**src/rtl/mem_arbiter_pkg.sv**
```systemverilog
// Shared types and constants for the mem_arbiter block: FSM states,
// load/store size encodings and requester identifiers.
package mem_arbiter_pkg;

    typedef enum logic [2:0] {
        ST_IDLE,
        ST_IF_RD,
        ST_LS_RD,
        ST_LS_WR,
        ST_RMW_RD,
        ST_RMW_WR
    } state_e;

    localparam logic [1:0] LS_SIZE_B = 2'd0;
    localparam logic [1:0] LS_SIZE_H = 2'd1;
    localparam logic [1:0] LS_SIZE_W = 2'd2;

    localparam logic REQ_IF = 1'b0;
    localparam logic REQ_LS = 1'b1;

    // Byte and half stores must be done as a read-modify-write pair.
    function automatic logic is_sub_word(input logic [1:0] size);
        return (size == LS_SIZE_B) || (size == LS_SIZE_H);
    endfunction

endpackage

```
**src/rtl/mem_arbiter_rr_arb2.sv**
```systemverilog
// Two-way round-robin arbiter between the fetch and load/store requesters.
// The grant is combinational; the last-granted requester is remembered on each grant.
module mem_arbiter_rr_arb2 (
    input  logic i_clk,
    input  logic i_rst_n,
    input  logic i_en,
    input  logic i_req_if,
    input  logic i_req_ls,
    output logic o_gnt_if,
    output logic o_gnt_ls
);
    import mem_arbiter_pkg::*;

    logic r_last;

    // On contention the requester that was not served last wins.
    always_comb begin
        o_gnt_if = 1'b0;
        o_gnt_ls = 1'b0;
        if (i_en) begin
            if (i_req_if && (!i_req_ls || (r_last == REQ_LS))) begin
                o_gnt_if = 1'b1;
            end else if (i_req_ls) begin
                o_gnt_ls = 1'b1;
            end
        end
    end

    always_ff @(posedge i_clk or negedge i_rst_n) begin
        if (!i_rst_n) begin
            r_last <= REQ_LS;
        end else if (o_gnt_if) begin
            r_last <= REQ_IF;
        end else if (o_gnt_ls) begin
            r_last <= REQ_LS;
        end
    end

endmodule

```
**src/rtl/mem_arbiter.sv**
```systemverilog
// Shares a single-port byte-addressed Mem between instruction fetch and load/store,
// with RMW for sub-word stores. Optional macro MEM_ARB_BOUNDS_EN enables the ls bounds check.
module mem_arbiter #(
    parameter int ADDR_WIDTH = 32,
    parameter int DATA_WIDTH = 32,
    parameter int MEM_SIZE   = 1024
) (
    input  logic                  sys_clk,
    input  logic                  sys_rst,
    input  logic                  if_req,
    input  logic [ADDR_WIDTH-1:0] if_addr,
    output logic                  if_ready,
    output logic                  if_rvalid,
    output logic [DATA_WIDTH-1:0] if_rdata,
    input  logic                  ls_req,
    input  logic                  ls_we,
    input  logic [1:0]            ls_size,
    input  logic                  ls_unsigned,
    input  logic [ADDR_WIDTH-1:0] ls_addr,
    input  logic [DATA_WIDTH-1:0] ls_wdata,
    output logic                  ls_ready,
    output logic                  ls_done,
    output logic [DATA_WIDTH-1:0] ls_rdata,
    output logic                  ls_err,
    output logic                  mem_op,
    output logic                  mem_rw,
    output logic [ADDR_WIDTH-1:0] mem_addr,
    output logic [DATA_WIDTH-1:0] mem_data_w,
    input  logic [DATA_WIDTH-1:0] mem_data_r
);
    import mem_arbiter_pkg::*;

    if ((DATA_WIDTH != 32) || (MEM_SIZE < 4)) begin : g_param_check
        $error("mem_arbiter: DATA_WIDTH must be 32 and MEM_SIZE at least 4");
    end

    state_e                r_state;
    state_e                w_next_state;
    logic                  w_gnt_if;
    logic                  w_gnt_ls;
    logic                  w_idle;
    logic                  w_oob;
    logic                  w_ls_sub;
    logic [DATA_WIDTH-1:0] w_load_ext;
    logic [DATA_WIDTH-1:0] w_merge;

    logic                  r_mem_op;
    logic                  r_mem_rw;
    logic [ADDR_WIDTH-1:0] r_mem_addr;
    logic [DATA_WIDTH-1:0] r_mem_data_w;
    logic                  r_if_rvalid;
    logic [DATA_WIDTH-1:0] r_if_rdata;
    logic                  r_ls_done;
    logic [DATA_WIDTH-1:0] r_ls_rdata;
    logic [1:0]            r_ls_size;
    logic                  r_ls_unsigned;
    logic [15:0]           r_ls_wdata;
    logic                  r_oob;

    assign w_idle   = (r_state == ST_IDLE);
    assign w_ls_sub = is_sub_word(ls_size);

    mem_arbiter_rr_arb2 u_rr_arb2 (
        .i_clk    (sys_clk),
        .i_rst_n  (sys_rst),
        .i_en     (w_idle),
        .i_req_if (if_req),
        .i_req_ls (ls_req),
        .o_gnt_if (w_gnt_if),
        .o_gnt_ls (w_gnt_ls)
    );

    assign if_ready = w_gnt_if;
    assign ls_ready = w_gnt_ls;

`ifdef MEM_ARB_BOUNDS_EN
    localparam logic [ADDR_WIDTH-1:0] LP_LAST_WORD = ADDR_WIDTH'(MEM_SIZE - 4);

    logic r_ls_err;

    assign w_oob = (ls_addr > LP_LAST_WORD);

    always_ff @(posedge sys_clk or negedge sys_rst) begin
        if (!sys_rst) begin
            r_ls_err <= 1'b0;
        end else begin
            r_ls_err <= (r_state == ST_LS_RD) && r_oob;
        end
    end

    assign ls_err = r_ls_err;
`else
    assign w_oob  = 1'b0;
    assign ls_err = 1'b0;
`endif

    always_ff @(posedge sys_clk or negedge sys_rst) begin
        if (!sys_rst) begin
            r_state <= ST_IDLE;
        end else begin
            r_state <= w_next_state;
        end
    end

    // A rejected (out-of-range) access reuses LS_RD as its one-cycle completion slot.
    always_comb begin
        w_next_state = r_state;
        case (r_state)
            ST_IDLE: begin
                if (w_gnt_if) begin
                    w_next_state = ST_IF_RD;
                end else if (w_gnt_ls) begin
                    if (w_oob || !ls_we) begin
                        w_next_state = ST_LS_RD;
                    end else if (w_ls_sub) begin
                        w_next_state = ST_RMW_RD;
                    end else begin
                        w_next_state = ST_LS_WR;
                    end
                end
            end
            ST_RMW_RD: w_next_state = ST_RMW_WR;
            ST_IF_RD, ST_LS_RD, ST_LS_WR, ST_RMW_WR: w_next_state = ST_IDLE;
            default: w_next_state = ST_IDLE;
        endcase
    end

    always_comb begin
        w_load_ext = mem_data_r;
        w_merge    = mem_data_r;
        case (r_ls_size)
            LS_SIZE_B: begin
                w_load_ext = {{(DATA_WIDTH-8){mem_data_r[7] & ~r_ls_unsigned}}, mem_data_r[7:0]};
                w_merge    = {mem_data_r[DATA_WIDTH-1:8], r_ls_wdata[7:0]};
            end
            LS_SIZE_H: begin
                w_load_ext = {{(DATA_WIDTH-16){mem_data_r[15] & ~r_ls_unsigned}}, mem_data_r[15:0]};
                w_merge    = {mem_data_r[DATA_WIDTH-1:16], r_ls_wdata[15:0]};
            end
            LS_SIZE_W, 2'd3: begin
                w_load_ext = mem_data_r;
                w_merge    = mem_data_r;
            end
        endcase
    end

    // Mem command and completion registers; request fields are captured at accept.
    always_ff @(posedge sys_clk or negedge sys_rst) begin
        if (!sys_rst) begin
            r_mem_op      <= 1'b0;
            r_mem_rw      <= 1'b0;
            r_mem_addr    <= '0;
            r_mem_data_w  <= '0;
            r_if_rvalid   <= 1'b0;
            r_if_rdata    <= '0;
            r_ls_done     <= 1'b0;
            r_ls_rdata    <= '0;
            r_ls_size     <= LS_SIZE_B;
            r_ls_unsigned <= 1'b0;
            r_ls_wdata    <= '0;
            r_oob         <= 1'b0;
        end else begin
            r_if_rvalid <= 1'b0;
            r_ls_done   <= 1'b0;
            case (r_state)
                ST_IDLE: begin
                    if (w_gnt_if) begin
                        r_mem_op   <= 1'b1;
                        r_mem_rw   <= 1'b0;
                        r_mem_addr <= if_addr;
                    end else if (w_gnt_ls) begin
                        r_mem_op      <= !w_oob;
                        r_mem_rw      <= ls_we && !w_ls_sub && !w_oob;
                        r_mem_addr    <= ls_addr;
                        r_mem_data_w  <= ls_wdata;
                        r_ls_size     <= ls_size;
                        r_ls_unsigned <= ls_unsigned;
                        r_ls_wdata    <= ls_wdata[15:0];
                        r_oob         <= w_oob;
                    end
                end
                ST_IF_RD: begin
                    r_if_rdata  <= mem_data_r;
                    r_if_rvalid <= 1'b1;
                    r_mem_op    <= 1'b0;
                end
                ST_LS_RD: begin
                    if (!r_oob) begin
                        r_ls_rdata <= w_load_ext;
                    end
                    r_ls_done <= 1'b1;
                    r_mem_op  <= 1'b0;
                end
                ST_RMW_RD: begin
                    r_mem_rw     <= 1'b1;
                    r_mem_data_w <= w_merge;
                end
                ST_LS_WR, ST_RMW_WR: begin
                    r_ls_done <= 1'b1;
                    r_mem_op  <= 1'b0;
                    r_mem_rw  <= 1'b0;
                end
                default: begin
                    r_mem_op <= 1'b0;
                    r_mem_rw <= 1'b0;
                end
            endcase
        end
    end

    assign mem_op     = r_mem_op;
    assign mem_rw     = r_mem_rw;
    assign mem_addr   = r_mem_addr;
    assign mem_data_w = r_mem_data_w;
    assign if_rvalid  = r_if_rvalid;
    assign if_rdata   = r_if_rdata;
    assign ls_done    = r_ls_done;
    assign ls_rdata   = r_ls_rdata;

endmodule

```
**config.mk**
```make
export PLATFORM = sky130hd
export DESIGN_NAME = mem_arbiter
export DESIGN_NICKNAME = d
export VERILOG_FILES = /design/src/rtl/mem_arbiter_pkg.sv /design/src/rtl/mem_arbiter_rr_arb2.sv /design/src/rtl/mem_arbiter.sv
export SDC_FILE = /design/constraint.sdc
export NUM_CORES = 1
export LEC_CHECK = 0
export CAP_MARGIN = 20
export CORE_ASPECT_RATIO = 0.8
export CORE_MARGIN = 3
export CORE_UTILIZATION = 44
export CTS_CLUSTER_SIZE = 28
export DETAILED_ROUTE_END_ITERATION = 10
export GPL_ROUTABILITY_DRIVEN = 0
export PLACE_DENSITY = 0.81
export SYNTH_ARGS = -nofsm -noshare
export SYNTH_HDL_FRONTEND = slang
export SYNTH_SLANG_ARGS = --single-unit
```
**constraint.sdc**
```tcl
create_clock -name sys_clk -period 1.89 [get_ports sys_clk]
set_input_delay 0.378 -clock sys_clk [delete_from_list [all_inputs] [get_ports sys_clk]]
set_output_delay 0.378 -clock sys_clk [all_outputs]
set_load 0.1 [all_outputs]
```
==> results of run 1 <==
## layer usage
| metal | GRT usage | part of all wire | up-vias |
|---|---|---|---|
| li1 | - | - | 2626 |
| met1 | 0.277 | 0.38 | 2720 |
| met2 | 0.420 | 0.50 | 270 |
| met3 | 0.0843 | 0.096 | 46 |
| met4 | 0.105 | 0.025 | 2 |
| met5 | 0 | 0.00054 | - |
## worst paths after layout
kind	end
min in group asynchronous	if_rdata[14]
worst min register to register	mem_addr[17]
max in group asynchronous	mem_addr[25]
worst max-delay path	if_ready
worst max register to register	r_ls_size[0]
worst min-delay path	mem_addr[17]
## through the flow
stage / area [µm²] / util / cells / setup TNS (ns) / setup slack [ns]
after floorplan: 6750 / - / 589 / 0 / 0.0353
after global placement: 9900 / 0.676 / 1035 / -1.18 / -0.0670
after detailed placement: 9900 / 0.676 / 1035 / -2.75 / -0.0965
after CTS: 10700 / 0.728 / 1072 / -0.0850 / -0.0719
after global routing: 10700 / 0.729 / 1073 / -0.121 / -0.0757
final: 10700 / 0.729 / 1074 / -0.0166 / -0.0166
## synthesized netlist by cell type, drive strengths merged
cell / instances
a21boi: 1
a21oi: 53
a31oi: 10
buf: 40
clkbuf: 6
conb: 1
dfrtp: 154
dfstp: 1
inv: 21
mux2: 66
mux2i: 41
nand2: 62
nand2b: 2
nor2: 25
nor2b: 3
nor3: 3
nor3b: 2
nor4bb: 1
o21a: 2
o21ai: 69
o22ai: 24
o31ai: 1
or4b: 1
## logic make-up after synthesis
kind of cell    synth area share
compound gates             0.127
buf+inv                   0.0565
flops                      0.576
mux                        0.171
other cells             0.000557
simple gates              0.0684
## state kept, by name, indices dropped and copies added, names as in the netlist
register,cells
r_ls_wdata,16
r_ls_size,2
if_rdata,32
mem_data_w,32
mem_op,1
ls_done,1
r_state,3
r_ls_unsigned,1
mem_addr,32
if_rvalid,1
u_rr_arb2.r_last,1
mem_rw,1
ls_rdata,32
## layout by cell type, fill, tap and decap left out, types with 17 or more instances in the layout
cell type        count
a21oi_1             53
buf_12              43
buf_4              135
clkbuf_16           17
clkdlybuf4s50_1    134
dfrtp_1            153
inv_1               20
mux2_2              62
mux2i_1             41
nand2_1             61
nor2_1              25
o21ai_0             57
o22ai_1             24
## layout make-up
class,count,area share
diodes,1,0.000235
clock buffers,19,0.0425
clock inverters,13,0.0243
inverters,21,0.00774
multi-input cells,367,0.236
flip-flops and latches,155,0.364
well taps,184,0.0216
repair buffers,314,0.303
## worst register-to-register path, cell delays in order (launching register included)
cell,delay [ns]
dfstp_2,0.58
a21boi_2,0.08
nand2_2,0.10
buf_4,0.13
buf_4,0.30
mux2_2,0.40
## repair_timing
action / in CTS / in global routing
setup endpoints to repair: 2 / 2
endpoints found under the hold margin: 52 / 0
gates resized for setup: 1 / 1
buffers inserted: 4 / 1
pin swaps: 2 / 0
hold buffers: 1 / 0
==> flow_summary.toml, run 1 <==
[cells_and_area]
fillers = 990
final_nets = 1012
drive_gt1_frac = 0.323
multi_input_area_um2 = 2520
synthToLayoutAreaGrowth_pct = 58.4
regArea_um2 = 3880

[die]
die_area_um2 = 16800
die_w_um = 144
fp.coreArea_um2 = 14600
rows = 39
initial_core_util = 0.460
io_pins = 271
die_h_um = 117

[synthesis]
syn_area_per_cell_um2 = 11.4
yosysTopAreaCell = "dfrtp_1"
synthTopCellsByArea = "dfrtp_1 (57%), mux2_2 (10%), mux2i_1 (6.1%), o21ai_0 (4.2%), a21oi_1 (3.9%)"
synth_area_um2 = 6740
synth_top_area_share = 0.572
ys_ff_latch = 155
yosysWarnings = 0
yosys.cell_types.count = 30
syn-num-nets = 725
syn_inst = 589
seq_area_frac_synth = 0.576

[worst_setup_path]
crit_slowest_cell = "dfrtp_2"
critical-path-max-stage-delay_ns = 0.42
end_kind = "primary output"
rrSetupSlack_ns = 0.18
path_class = "register to primary output"
crit_start = "r_state[1]"
cp_num_cells = 3
crit_buf_inv = 1
critPathArrivalTime_ns = 1.53
cp.required_ns = 1.51
r2r_cells = 5
critical_path.top_delay_family = "simple AND/OR/NAND/NOR gates"
crit_chain = "nor3_4, nor2b_4, buf_12"
r2r_start = "u_rr_arb2.r_last"
worst-path-max-fanout = 3
crit_path_start_kind = "register"

[sta]
layout_min_cycle_time_ns = 1.91
worst_slew_pin_slew_ns = 0.575
drv_slew = 0
whs_ns = 0.485
relSlewSlack = 0.617
fmax_mhz = 524
setup_viol = 1
timing.final.ws_setup_ns = -0.0166
rsz0062_at_grt = "yes"
hold_viol = 0
clock_skew_ns = 0.0118
period_share = 1.01

[cts]
tritoncts = "done"
clk_path_buf_depth = 2
worstSkewPairLatency_ns = 0.43
clk_pin_slew_ns = 0.06
numCtsBuffers = 17
cts_max_level = 4
clock-sinks = 155
root_buffer = "clkbuf_16"

[outcome]
violations = "negative setup slack"
status = "complete, but fails checks"

[drt]
drc = 0
wl_per_cell_um = 19.1
ant_nets = 0
num_vias = 5664
vias_per_cell = 5.27
drt_wl_total_um = 20600
drtIter0Drc = 264
drt_first_pass_iters = 4

[grt]
grt_start_max_net_pins = 59
antenna_found_initial = 2
grt.overflow.total = 0
grt_pass1_vias = 6031
grtUsageTotal = 0.244
grt_pass1_wl_um = 31200

[min_path]
hold_path.class = "register to register"
whs_path_depth = 2
hp-start = "mem_addr[17]"

[flow_run]
cap_violations = 0

[placement]
port_buffers = 269
place_hpwl_um = 15100
Power of run 1 is left out: the tool's default activity adds up to more than one toggle a clock period on the data nets, which glitch-free logic cannot reach.
==> run 2, diff against run 1 <==
--- a/config.mk
+++ b/config.mk
@@ -8,11 +8,10 @@
 export CAP_MARGIN = 20
 export CORE_ASPECT_RATIO = 0.8
 export CORE_MARGIN = 3
-export CORE_UTILIZATION = 44
-export CTS_CLUSTER_SIZE = 28
+export CORE_UTILIZATION = 39
 export DETAILED_ROUTE_END_ITERATION = 10
 export GPL_ROUTABILITY_DRIVEN = 0
-export PLACE_DENSITY = 0.81
+export PLACE_DENSITY = 0.76
 export SYNTH_ARGS = -nofsm -noshare
 export SYNTH_HDL_FRONTEND = slang
 export SYNTH_SLANG_ARGS = --single-unit
==> constraint.sdc (replaced) <==
create_clock -name sys_clk -period 1.58 [get_ports sys_clk]
set_input_delay 0.316 -clock sys_clk [delete_from_list [all_inputs] [get_ports sys_clk]]
set_output_delay 0.316 -clock sys_clk [all_outputs]
set_load 0.1 [all_outputs]
==> run 2 against run 1 <==
The run still ends with negative setup slack left; sequential share of layout area fell by 5.2 points; clock-buffer cell count fell by 1; worst hold slack got worse by 0.12 ns; critical path type unchanged; critical endpoint unchanged; utilization increased by 1.6 points; routed wire length is 6.3% higher; non-clock buffer count up 27; die area is 12% higher.
==> flow_summary.toml, run 2 (synthesis gave the netlist of run 1 again) <==
[cts]
clock-sinks = 155
numCtsBuffers = 17
root_buffer = "clkbuf_16"
clk_pin_slew_ns = 0.07
worstSkewPairLatency_ns = 0.42
tritoncts = "done"
cts_max_level = 4
clk_path_buf_depth = 2

[outcome]
status = "complete, but fails checks"
violations = "negative setup slack"

[sta]
fmax_mhz = 530
rsz0062_at_grt = "yes"
period_share = 1.19
setup_viol = 28
layout_min_cycle_time_ns = 1.89
timing.final.ws_setup_ns = -0.308
drv_slew = 0
clock_skew_ns = 0.0125
hold_viol = 0

[drt]
vias_per_cell = 5.06
drt_wl_total_um = 21900
num_vias = 5751
drtIter0Drc = 268
wl_per_cell_um = 19.2
ant_nets = 0
drt_first_pass_iters = 4
drc = 0

[placement]
port_buffers = 269
dp_cells = 1079
place_hpwl_um = 15400
post_dp_cell_area_um2 = 11300

[die]
die_h_um = 124
initial_core_util = 0.403
io_pins = 271
fp.coreArea_um2 = 16700
die_w_um = 153
die_area_um2 = 18900
rows = 42

[worst_setup_path]
end_kind = "primary output"
worst-path-max-fanout = 3
r2r_end = "r_ls_wdata[4]"
r2r_start = "r_state[1]"
path_class = "register to primary output"
critPathCapture = "if_ready"
r2r_cells = 6
rrSetupSlack_ns = -0.10
crit_path_start_kind = "register"
critPathArrivalTime_ns = 1.57
cp.required_ns = 1.26
crit_start = "r_state[1]"

[grt]
grt_pass1_wl_um = 32100
antenna_found_initial = 0
grtUsageTotal = 0.220
grt_pass1_vias = 5776
grt_start_max_net_pins = 65
grt.overflow.total = 0

[flow_run]
cap_violations = 0

[cells_and_area]
synthToLayoutAreaGrowth_pct = 84.7
final_cells = 1136
fillers = 1089
diodes = 0
drive_gt1_frac = 0.371
final_nets = 1039
final_cell_mix = "dfrtp_1 (151), buf_12 (149), clkdlybuf4s50_1 (134)"
layout_commonest_cell = "dfrtp_1"
utilization = 0.744
fin_area_um2 = 12400

[min_path]
hold_path.class = "input port to async pin"
run 2: per-layer routing:
| layer | part of all wire | up-vias | track usage |
|---|---|---|---|
| met5 | 0 | - | 0 |
| met4 | 0.014 | 0 | 0.0590 |
| met3 | 0.079 | 27 | 0.0808 |
| met2 | 0.50 | 246 | 0.370 |
| met1 | 0.41 | 2788 | 0.271 |
| li1 | - | 2690 | - |
run 2: area by class of cell:
class,instances,area [µm²],share of cell area
Clock buffer,18,439,0.0353
Tap cell,220,275,0.0221
Sequential cell,155,3880,0.312
Timing Repair Buffer,341,4930,0.396
Multi-Input combinational cell,367,2670,0.215
Clock inverter,14,160,0.0129
Inverter,21,82.6,0.00664
run 2: critical path: stages, from the launching register on:
cell and delay (ns):
dfrtp_2 0.43, nor3_4 0.30, nor2b_4 0.24, buf_12 0.18
run 2: metrics by stage:
step	hold slack [ns]	setup TNS (ns)	worst slack (ns)
after floorplan	0.0204	-0.369	-0.200
after global placement	0.234	-17.73	-0.294
after detailed placement	0.238	-22.68	-0.364
after CTS	0.357	-0.922	-0.348
after global routing	0.379	-4.20	-0.371
final	0.367	-2.09	-0.308
run 2: worst min path at each step:
stage	end	slack (ns)	depth (start not counted)
after floorplan	if_rdata[0]	0.02	0
after global placement	ls_rdata[19]	0.23	1
after detailed placement	ls_rdata[19]	0.24	1
after CTS	ls_rdata[19]	0.36	2
after global routing	ls_rdata[14]	0.38	2
final	ls_rdata[19]	0.37	2
run 2: what timing repair did:
item | 4_1_cts | 5_1_grt
gates cloned | 1 | 7
setup buffers | 3 | 14
gates resized for setup | 6 | 41
setup endpoints to repair | 22 | 92
pin swaps | 3 | 8
hold endpoints to repair | 28 | 0
hold buffers | 1 | 0
Power of run 2 is left out for the same reason.
==> run 3, diff against run 2 <==
--- a/config.mk
+++ b/config.mk
@@ -9,9 +9,11 @@
 export CORE_ASPECT_RATIO = 0.8
 export CORE_MARGIN = 3
 export CORE_UTILIZATION = 39
+export CTS_CLUSTER_SIZE = 28
 export DETAILED_ROUTE_END_ITERATION = 10
 export GPL_ROUTABILITY_DRIVEN = 0
 export PLACE_DENSITY = 0.76
+export SLEW_MARGIN = 20
 export SYNTH_ARGS = -nofsm -noshare
 export SYNTH_HDL_FRONTEND = slang
 export SYNTH_SLANG_ARGS = --single-unit
==> results of run 3 <==
No change in the layout: final DEF, timing and power equal those of run 2.
Power of run 3 is left out for the same reason.
